**config.mk**
```make
export PLATFORM = sky130hd
export DESIGN_NAME = bcd_to_binary
export DESIGN_NICKNAME = d
export VERILOG_FILES = /design/src/rtl/bcd_to_binary.sv
export SDC_FILE = /design/constraint.sdc
export NUM_CORES = 1
export LEC_CHECK = 0
export CAP_MARGIN = 40
export CORE_AREA = 2 2 97 99
export DETAILED_ROUTE_END_ITERATION = 10
export DIE_AREA = 0 0 99 101
export MAX_ROUTING_LAYER = met4
export PLACE_DENSITY_LB_ADDON = 0.1
export SLEW_MARGIN = 20
export SYNTH_ARGS = -nofsm -noshare
export SYNTH_HDL_FRONTEND = slang
export SYNTH_SLANG_ARGS = --single-unit
```
**constraint.sdc**
```tcl
create_clock -name clk -period 2.9 [get_ports clk]
set_clock_uncertainty 0.05 [all_clocks]
set_input_delay 0.58 -clock clk [delete_from_list [all_inputs] [get_ports clk]]
set_output_delay 0.58 -clock clk [all_outputs]
set_load 0.03 [all_outputs]
```
**src/rtl/bcd_to_binary.sv**
```systemverilog
// Sequential reverse double-dabble: packed BCD in, unsigned binary out.
// One result bit per cycle from a right-shifting {bcd, bin} register with -3 digit correction.
module bcd_to_binary #(
    parameter int unsigned DECIMAL_DIGITS = 8,
    parameter int unsigned OUTPUT_WIDTH   = 32
) (
    input  logic                        clk,
    input  logic                        resetn,
    input  logic [4*DECIMAL_DIGITS-1:0] BCD,
    input  logic                        START,
    output logic [OUTPUT_WIDTH-1:0]     BINARY,
    output logic                        DONE,
    output logic                        ERROR,
    output logic                        BUSY
);

    localparam int unsigned BCD_W = 4 * DECIMAL_DIGITS;
    localparam int unsigned SR_W  = BCD_W + OUTPUT_WIDTH;
    localparam int unsigned CNT_W = $clog2(OUTPUT_WIDTH) + 1;
    localparam logic [CNT_W-1:0] LAST_CNT = CNT_W'(OUTPUT_WIDTH - 1);

    typedef enum logic [1:0] {
        IDLE,
        SHIFT,
        FINISH
    } state_t;

    state_t                    state, state_n;
    logic [SR_W-1:0]           sr, sr_n, sr_shift;
    logic                      inv, inv_n, bcd_invalid;
    logic [CNT_W-1:0]          cnt, cnt_n;
    logic [OUTPUT_WIDTH-1:0]   binary_n;
    logic                      done_n, error_n, busy_n;
    logic [3:0]                nib, in_nib;

    // Shift right one bit, then pull every BCD digit >= 8 back down by 3
    always_comb begin
        nib      = '0;
        sr_shift = sr >> 1;
        for (int i = 0; i < int'(DECIMAL_DIGITS); i++) begin
            nib = sr_shift[OUTPUT_WIDTH + 4*i +: 4];
            if (nib >= 4'd8) begin
                sr_shift[OUTPUT_WIDTH + 4*i +: 4] = nib - 4'd3;
            end
        end
    end

    // Any input digit above 9 poisons the result
    always_comb begin
        in_nib      = '0;
        bcd_invalid = 1'b0;
        for (int i = 0; i < int'(DECIMAL_DIGITS); i++) begin
            in_nib = BCD[4*i +: 4];
            if (in_nib > 4'd9) begin
                bcd_invalid = 1'b1;
            end
        end
    end

    // Next-state and registered-output logic
    always_comb begin
        state_n  = state;
        sr_n     = sr;
        inv_n    = inv;
        cnt_n    = cnt;
        binary_n = BINARY;
        error_n  = ERROR;
        busy_n   = BUSY;
        done_n   = 1'b0;
        case (state)
            IDLE: begin
                if (START) begin
                    sr_n    = {BCD, {OUTPUT_WIDTH{1'b0}}};
                    inv_n   = bcd_invalid;
                    cnt_n   = '0;
                    busy_n  = 1'b1;
                    state_n = SHIFT;
                end
            end
            SHIFT: begin
                sr_n  = sr_shift;
                cnt_n = cnt + CNT_W'(1);
                if (cnt == LAST_CNT) begin
                    state_n = FINISH;
                end
            end
            FINISH: begin
                // Leftover BCD residue means the value did not fit in OUTPUT_WIDTH bits
                error_n  = inv | (|sr[SR_W-1:OUTPUT_WIDTH]);
                binary_n = error_n ? '0 : sr[OUTPUT_WIDTH-1:0];
                done_n   = 1'b1;
                busy_n   = 1'b0;
                state_n  = IDLE;
            end
            default: begin
                state_n = IDLE;
            end
        endcase
    end

    always_ff @(posedge clk or negedge resetn) begin
        if (!resetn) begin
            state  <= IDLE;
            sr     <= '0;
            inv    <= 1'b0;
            cnt    <= '0;
            BINARY <= '0;
            DONE   <= 1'b0;
            ERROR  <= 1'b0;
            BUSY   <= 1'b0;
        end else begin
            state  <= state_n;
            sr     <= sr_n;
            inv    <= inv_n;
            cnt    <= cnt_n;
            BINARY <= binary_n;
            DONE   <= done_n;
            ERROR  <= error_n;
            BUSY   <= busy_n;
        end
    end

endmodule

```
==> results.sh, run 1 <==
export IMPL_async_reset_ff_share_pct=100
export IMPL_fin_util_pct=67.9
export IMPL_cts_setup_buffers=0
export IMPL_mappedNetlistNets=533
export IMPL_layout_min_cycle_time_ns=2.07
export IMPL_critPathMaxStageDelay_ns=0.66
export IMPL_cts_sinks=108
export IMPL_final_nets=589
export IMPL_maxCapViolations=0
export IMPL_drive_above_1_share_pct=6.81
export IMPL_fmax_mhz=483
export IMPL_synth_area_leaders="dfrtp_1, a22o_1, a31o_1"
export IMPL_post_cts_resized=0
export IMPL_cts_tree="yes"
export IMPL_finalHoldViolCount=0
export IMPL_status="finished clean"
export IMPL_dieArea_mm2=0.0100
export IMPL_vias_per_cell=5.87
export IMPL_synth_area_mm2=0.00511
export IMPL_yosysTopAreaCell="dfrtp_1"
export IMPL_grt_max_degree=60
export IMPL_cp_arrival_ns=2.31
export IMPL_antenna_found_initial=0
export IMPL_grt_pass1_vias=3678
export IMPL_crit_required_ns=3.14
export IMPL_synth_avg_cell_area_um2=10.6
export IMPL_synth_seq_area_share_pct=52.9
export IMPL_min_period_over_period_pct=71.5
export IMPL_tightest_slew_ns=0.741
export IMPL_dp_hpwl_um=7430
export IMPL_drc_errors=0
export IMPL_ir_worst_vdd_mv=0.485
export IMPL_pin_count=70
export IMPL_crit_chain="clkdlybuf4s50_1 > o21bai_4 > buf_12 > a22o_1"
export IMPL_die_h_um=101
export IMPL_start_util_pct=56.9
export IMPL_reg2reg_slack_ns=1.01
export IMPL_cts_root_buffer="clkbuf_8"
export IMPL_syn2layout_area_growth_pct=19.3
export IMPL_ant_nets=0
export IMPL_criticalPathCategory="in2reg"
export IMPL_wl_per_cell_um=17.0
export IMPL_stdcell_area_mm2=0.00609
export IMPL_die_w_um=99
export IMPL_drtIter0Drc=228
export IMPL_clk_latency_ns=0.36
export IMPL_leakagePower_nw=2.77
export IMPL_cts_buffer_depth=2
export IMPL_synthCells=483
export IMPL_tns_ns=0
export IMPL_min_path_type="in2async"
export IMPL_crit_path_top_delay_cell="clkdlybuf4s50_1"
export IMPL_overflow=0
export IMPL_power_density_mw_per_mm2=829
export IMPL_endpoint_kind="flip-flop"
export IMPL_drtPass1Iterations=4
export IMPL_row_count=35
export IMPL_crit_path_start_kind="primary input"
export IMPL_postPlaceCellArea_mm2=0.00592
export IMPL_maxSlewViolCount=0
export IMPL_path_max_fanout=25
export IMPL_coreArea_mm2=0.00898
export IMPL_relSlewSlack_pct=50.6
export IMPL_finalSetupViolCount=0
export IMPL_antenna_cells=0
export IMPL_cts_hold_buffers=0
export IMPL_rsz0062_at_grt="false"
export IMPL_clk_pin_slew_ns=0.11
export IMPL_gp_congestion=0.862
export IMPL_synth_main_ff_cell="dfrtp_1"
export IMPL_htreeDepth=3
export IMPL_yosysTopAreaCellShare_pct=52.9
export IMPL_io_buffers=69
export IMPL_routed_via_count=3838
export IMPL_grt_pass1_wl_um=18500
export IMPL_grt_usage_pct=23.8
export IMPL_yosys_warnings=0
export IMPL_yosys_register_bits=108
export IMPL_hold_ws_ns=0.229
export IMPL_wl_um=11100
export IMPL_synth_edf_count=0
export IMPL_cts_buffers=9
export IMPL_yosysUniqueCellTypes=40
[power breakdown]
part           total, mW  switching [mW]  internal, mW  leakage, nW
Sequential          2.50           0.532          1.96         1.40
Combinational       1.72           0.804         0.913         1.28
Clock              0.844           0.521         0.323       0.0888
Total               5.06            1.86          3.20         2.77
[per-layer routing]
layer	up-vias	GRT usage, %	routed length [um]
li1	1817	-	-
met1	1906	33.1	5230
met2	102	36.5	5350
met3	13	3.81	403
met4	0	6.85	163
met5	-	-	0
[per-stage QoR]
stage / power [mW] / worst slack (ns) / std cells
3_5_place_dp: 4.22 / 0.506 / 639
3_3_place_gp: 4.14 / 0.508 / 639
6_report: 5.06 / 0.828 / 654
5_1_grt: 5.41 / 0.763 / 654
2_1_floorplan: 3.73 / 1.29 / 483
4_1_cts: 5.07 / 0.824 / 654
[path summary, 6_finish.rpt]
kind,from,depth (start not counted),endpoint
max,START,4,sr[3]
min,resetn,1,BINARY[20]
max reg2reg,sr[36],5,BINARY[15]
min reg2reg,inv,2,inv
max in group asynchronous,resetn,2,sr[57]
min in group clk,inv,2,inv
[critical path, delay by kind of cell]
family / cells / cell delay, ns
buffers and inverters: 2 / 0.90
AOI/OAI and AO/OA: 2 / 0.81
[registers in the layout, indices dropped and copies added, names as in the netlist]
name	flops
BUSY	1
sr	64
inv	1
DONE	1
cnt	6
BINARY	32
ERROR	1
state	2
[cell usage after synthesis, types with 7 or more instances]
master,n
a31oi_1,16
a21oi_1,17
clkbuf_1,21
dfrtp_1,108
ha_1,15
nor2b_1,35
o22ai_1,9
xnor2_1,14
o21ai_0,20
a22o_1,32
nor2_1,25
inv_1,17
nand2b_1,8
o211a_1,7
nand2_1,47
a31o_1,29
[kinds of logic after synthesis]
group | after synthesis | synth area share (%)
mux | 1 | 0.196
xor+xnor | 16 | 2.74
fa+ha+maj | 15 | 3.67
simple gates | 145 | 14.8
flops | 108 | 52.9
compound gates | 144 | 20.9
buf+inv | 54 | 4.73
[layout by cell type (no fill, tap or decap), types with 4 or more instances in the layout]
cell               n
o211a_1            7
dfrtp_1          108
ha_1              15
o22a_1             5
a22o_1            32
xnor2_1           14
a21oi_1           17
nand2b_1           8
clkbuf_8           9
o22ai_1            9
buf_4             11
o21ai_0           20
nor3b_1            6
and3_1             4
inv_1             17
clkdlybuf4s50_1   68
nor2b_1           33
a31o_1            29
nor2_1            25
nor4_1             6
nand2_1           47
a31oi_1           16
[cell type report]
| type | count | area, um2 |
|---|---|---|
| Tap cell | 111 | 139 |
| Fill cell | 680 | 2880 |
| Inverter | 17 | 63.8 |
| Clock inverter | 5 | 46.3 |
| Sequential cell | 108 | 2700 |
| Timing Repair Buffer | 82 | 823 |
| Multi-Input combinational cell | 321 | 2190 |
| Clock buffer | 10 | 128 |
Note: power is estimated with default switching activity, not from simulation.
==> run 2, diff against run 1 <==
--- a/config.mk
+++ b/config.mk
@@ -6,9 +6,9 @@
 export NUM_CORES = 1
 export LEC_CHECK = 0
 export CAP_MARGIN = 40
-export CORE_AREA = 2 2 97 99
+export CORE_AREA = 2 2 105 107
 export DETAILED_ROUTE_END_ITERATION = 10
-export DIE_AREA = 0 0 99 101
+export DIE_AREA = 0 0 107 109
 export MAX_ROUTING_LAYER = met4
 export PLACE_DENSITY_LB_ADDON = 0.1
 export SLEW_MARGIN = 20
==> constraint.sdc (replaced) <==
create_clock -name clk -period 1.7 [get_ports clk]
set_clock_uncertainty 0.05 [all_clocks]
set_input_delay 0.34 -clock clk [delete_from_list [all_inputs] [get_ports clk]]
set_output_delay 0.34 -clock clk [all_outputs]
set_load 0.03 [all_outputs]
==> run 2 against run 1 <==
  * First-iteration DRC count increased by 1.3%
  * Non-clock buffer count increased by 37
  * Global-route usage decreased by 1.7 points
  * Sequential power increased by 62%
  * Critical path type is now reg2reg
  * Critical endpoint is now BINARY[30]
==> results.sh, run 2 (synthesis results as in run 1) <==
export IMPL_crit_path_start_kind="flip-flop"
export IMPL_wl_per_cell_um=16.4
export IMPL_antenna_found_initial=0
export IMPL_clk_latency_ns=0.37
export IMPL_crit_buf_inv=1
export IMPL_relSlewSlack_pct=76.0
export IMPL_cp_arrival_ns=1.95
export IMPL_crit_required_ns=1.97
export IMPL_instances_no_fill=721
export IMPL_syn2layout_area_growth_pct=26.0
export IMPL_dieArea_mm2=0.0117
export IMPL_status="finished clean"
export IMPL_largest_reg_flops=64
export IMPL_stdcell_area_mm2=0.00644
export IMPL_biggestRegsByFlops="sr: 64 flops, BINARY: 32 flops, cnt: 6 flops"
export IMPL_overflow=0
export IMPL_wl_um=11800
export IMPL_routed_via_count=3927
export IMPL_finalSetupViolCount=0
export IMPL_cts_buffer_depth=2
export IMPL_leakagePower_nw=3.13
export IMPL_path_max_fanout=33
export IMPL_maxSlewViolCount=0
export IMPL_crit_cells=5
export IMPL_final_common_cell="dfrtp_1"
export IMPL_ant_nets=0
export IMPL_grt_pass1_wl_um=19300
export IMPL_endpoint_kind="flip-flop"
export IMPL_postPlaceCellArea_mm2=0.00628
export IMPL_fillers=937
export IMPL_hold_ws_ns=0.281
export IMPL_min_path_type="in2async"
export IMPL_htreeDepth=3
export IMPL_p_sw_share_pct=36.1
export IMPL_dp_cells=704
export IMPL_cp_top_family="simple AND/OR/NAND/NOR gates"
export IMPL_rsz0062_at_grt="true"
export IMPL_start_util_pct=48.2
export IMPL_grt_usage_pct=22.1
export IMPL_clockPowerShare_pct=16.0
export IMPL_grt_pass1_vias=3762
export IMPL_p_sw_mw=3.26
export IMPL_cts_tree="yes"
export IMPL_grt_max_degree=52
export IMPL_comb_power_share_pct=39.1
export IMPL_vias_per_cell=5.45
export IMPL_cts_sinks=108
export IMPL_gp_congestion=0.856
export IMPL_final_nets=626
export IMPL_crit_chain="nor4_2 > nand4_1 > nor3_4 > buf_12 > a31o_2"
export IMPL_layout_min_cycle_time_ns=1.69
export IMPL_pin_count=70
export IMPL_io_buffers=69
export IMPL_tightest_slew_ns=0.359
export IMPL_row_count=38
export IMPL_cts_setup_buffers=0
export IMPL_maxCapViolations=0
export IMPL_die_w_um=107
export IMPL_power_mw=9.05
export IMPL_antenna_cells=0
export IMPL_ff2ff_path_depth=5
export IMPL_min_period_over_period_pct=99.1
export IMPL_coreArea_mm2=0.0106
export IMPL_dp_hpwl_um=8190
export IMPL_fin_ws_ns=0.0149
export IMPL_finalHoldViolCount=0
export IMPL_intPower_mw=5.78
export IMPL_crit_path_top_delay_cell="dfrtp_1"
export IMPL_p_seq_share_pct=44.9
export IMPL_cts_buffers=9
export IMPL_ir_worst_vdd_mv=0.606
export IMPL_die_h_um=109
export IMPL_criticalPathCategory="reg2reg"
export IMPL_drtIter0Drc=231
export IMPL_drc_errors=0
export IMPL_power_density_mw_per_mm2=1400
export IMPL_fmax_mhz=593
export IMPL_clk_pin_slew_ns=0.10
export IMPL_drtPass1Iterations=5
export IMPL_cts_root_buffer="clkbuf_8"
export IMPL_critPathMaxStageDelay_ns=0.41
export IMPL_final_cell_mix="dfrtp_1, nand2_1, buf_4"
export IMPL_drive_above_1_share_pct=13.1
export IMPL_top_register="sr"
export IMPL_dp_slack_ns=-0.0654
==> run 2: cell types whose count changed in the layout (fill, tap and decap cells not counted), sizes merged <==
cell / delta
buf: +36
inv: -1
clkinvlp: +2
clkinv: -2
clkdlybuf4s50: -35
dlygate4sd2: +35
clkbuf: +2
dlygate4sd3: +1
==> run 2: power groups by stage <==
stage                     logic, mW  registers [mW]  clock network [mW]
after global placement         3.43            4.04                   0
after floorplan                2.43            3.94                   0
after CTS                      3.56            4.04                1.47
final                          3.54            4.06                1.45
after global routing           3.97            4.16                1.60
after detailed placement       3.53            4.07                   0
==> run 2: cell type report <==
class | count | area, um2 | area share (%)
multi-input cells | 321 | 2220 | 34.4
well taps | 140 | 175 | 2.72
clock buffers | 12 | 135 | 2.10
flip-flops and latches | 108 | 2700 | 42.0
inverters | 17 | 63.8 | 0.991
repair buffers | 119 | 1110 | 17.2
clock inverters | 4 | 35.0 | 0.544
==> run 2: final timing paths <==
path	slack, ns	to	from
hold reg to reg	0.45	inv	inv
hold / removal	0.28	BINARY[22]	resetn
setup reg to reg	0.01	BINARY[30]	sr[33]
min in group clk	0.45	inv	inv
max in group asynchronous	0.82	sr[44]	resetn
setup / recovery	0.01	BINARY[30]	sr[33]
==> run 2: what timing repair did <==
| action | CTS | global route |
|---|---|---|
| setup endpoints to repair | 68 | 33 |
| hold buffers | 1 | 0 |
| pin swaps | 0 | 3 |
| gates resized for setup | 38 | 1 |
| endpoints found under the hold margin | 47 | 0 |
==> run 2: per-stage QoR <==
step,util [%],TNS (ns)
global route,60.7,-1.45
global placement,59.2,-0.229
floorplan,-,0
detailed placement,59.2,-1.22
finish,60.7,0
CTS,60.7,-0.0232
==> run 2: metal layers <==
metal,up-vias,track usage [%],wire length [um]
met5,-,-,0
met4,0,7.98,182
met2,81,34.3,5670
met1,1942,30.4,5550
met3,13,2.45,410
li1,1891,-,-
==> run 3, diff against run 2 <==
--- a/config.mk
+++ b/config.mk
@@ -9,8 +9,10 @@
 export CORE_AREA = 2 2 105 107
 export DETAILED_ROUTE_END_ITERATION = 10
 export DIE_AREA = 0 0 107 109
+export GPL_TIMING_DRIVEN = 0
 export MAX_ROUTING_LAYER = met4
 export PLACE_DENSITY_LB_ADDON = 0.1
+export RECOVER_POWER = 100
 export SLEW_MARGIN = 20
 export SYNTH_ARGS = -nofsm -noshare
 export SYNTH_HDL_FRONTEND = slang
==> run 3 against run 2 <==
  * Combinational power is 6.8% lower
  * The flow now finishes with violations (negative setup slack)
  * Worst hold slack better by 0.17 ns
  * First-iteration DRC count is 2.6% lower
  * Register-to-register slack worse by 0.04 ns
==> results.sh, run 3 (synthesis results as in run 1) <==
export IMPL_clk_latency_ns=0.37
export IMPL_cp_arrival_ns=1.99
export IMPL_cts_buffer_depth=2
export IMPL_die_w_um=107
export IMPL_min_path_type="reg2reg"
export IMPL_wl_um=12700
export IMPL_grt_max_degree=80
export IMPL_dp_hpwl_um=8480
export IMPL_drc_errors=0
export IMPL_postPlaceCellArea_mm2=0.00600
export IMPL_rsz0062_at_grt="true"
export IMPL_cts_root_buffer="clkbuf_8"
export IMPL_grt_usage_pct=23.4
export IMPL_overflow=0
export IMPL_status="finished with violations"
export IMPL_maxSlewViolCount=0
export IMPL_syn2layout_area_growth_pct=25.6
export IMPL_antenna_cells=0
export IMPL_leakagePower_nw=3.09
export IMPL_htreeDepth=3
export IMPL_cts_tree="yes"
export IMPL_fmax_mhz=578
export IMPL_routed_via_count=4055
export IMPL_min_period_over_period_pct=102
export IMPL_endpoint_kind="flip-flop"
export IMPL_stdcell_area_mm2=0.00642
export IMPL_largest_reg_flops=64
export IMPL_clk_pin_slew_ns=0.10
export IMPL_vias_per_cell=5.65
export IMPL_finalHoldViolCount=0
export IMPL_cts_sinks=108
export IMPL_criticalPathCategory="reg2reg"
export IMPL_crit_required_ns=1.96
export IMPL_ff2ff_path_depth=6
export IMPL_drive_above_1_share_pct=12.8
export IMPL_wl_per_cell_um=17.6
export IMPL_power_mw=9.09
export IMPL_dp_cells=693
export IMPL_ant_nets=0
export IMPL_relSlewSlack_pct=49.1
export IMPL_antenna_found_initial=0
export IMPL_start_util_pct=48.2
export IMPL_fin_ws_ns=-0.0290
export IMPL_holdPathStages=2
export IMPL_pin_count=70
export IMPL_final_nets=623
export IMPL_power_density_mw_per_mm2=1420
export IMPL_maxCapViolations=0
export IMPL_final_cell_mix="dfrtp_1, nand2_1, dlygate4sd2_1"
export IMPL_final_common_cell="dfrtp_1"
export IMPL_path_max_fanout=9
export IMPL_io_buffers=69
export IMPL_top_register="sr"
export IMPL_layout_min_cycle_time_ns=1.73
export IMPL_biggestRegsByFlops="sr: 64 flops, BINARY: 32 flops, cnt: 6 flops"
export IMPL_dieArea_mm2=0.0117
export IMPL_instances_no_fill=718
export IMPL_gp_congestion=0.919
export IMPL_grt_pass1_wl_um=20400
export IMPL_ir_worst_vdd_mv=0.652
export IMPL_grt_pass1_vias=3928
export IMPL_die_h_um=109
export IMPL_crit_path_start_kind="flip-flop"
export IMPL_drtPass1Iterations=4
export IMPL_drtIter0Drc=225
export IMPL_dp_slack_ns=-0.529
export IMPL_coreArea_mm2=0.0106
export IMPL_violations="negative setup slack"
export IMPL_cts_buffers=9
export IMPL_tightest_slew_ns=0.763
export IMPL_finalSetupViolCount=15
export IMPL_hold_ws_ns=0.446
export IMPL_row_count=38
## run 3: where the power goes
group / internal (mW) / switching [mW]
clock network: 0.728 / 0.853
registers: 3.36 / 0.847
logic: 1.71 / 1.59
## run 3: worst paths after layout
path | startpoint | end | slack, ns
setup / recovery | sr[59] | BINARY[27] | -0.03
hold / removal | inv | inv | 0.45
setup reg to reg | sr[59] | BINARY[27] | -0.03
hold reg to reg | inv | inv | 0.45
max in group asynchronous | resetn | sr[49] | 0.17
min in group asynchronous | resetn | BINARY[11] | 0.53
## run 3: final cells by class
class	count	area (um2)
fillers	948	4180
flip-flops and latches	108	2710
repair buffers	81	815
well taps	140	175
clock buffers	13	149
inverters	17	63.8
clock inverters	3	46.3
multi-input cells	321	2240
plain buffers	35	215
## run 3: worst max-delay path, stage by stage (launching register included)
cell and delay [ns]:
dfrtp_1 0.45, nor4_4 0.35, nand3_2 0.14, nor3_4 0.21
buf_12 0.18, clkbuf_16 0.15, a31o_1 0.14
## run 3: per-layer routing
metal	GRT usage [%]	routed length, um
met1	31.4	5600
met2	37.1	6130
met3	2.45	687
met4	8.81	249
met5	-	0
## run 3: repair_timing
item                                    in CTS  in global routing
gates cloned                                 0                  3
pin swaps                                    5                  8
hold buffers                                 1                  0
setup buffers                                3                  4
resized for setup                           60                 30
endpoints found under the setup margin     138                 93
hold endpoints to repair                    29                  0
## run 3: metrics by stage
stage / TNS (ns) / util (%)
final: -0.237 / 60.5
after floorplan: 0 / -
after global routing: -3.02 / 60.5
after detailed placement: -35.65 / 56.6
after global placement: -447.21 / 56.4
after CTS: 0 / 59.1
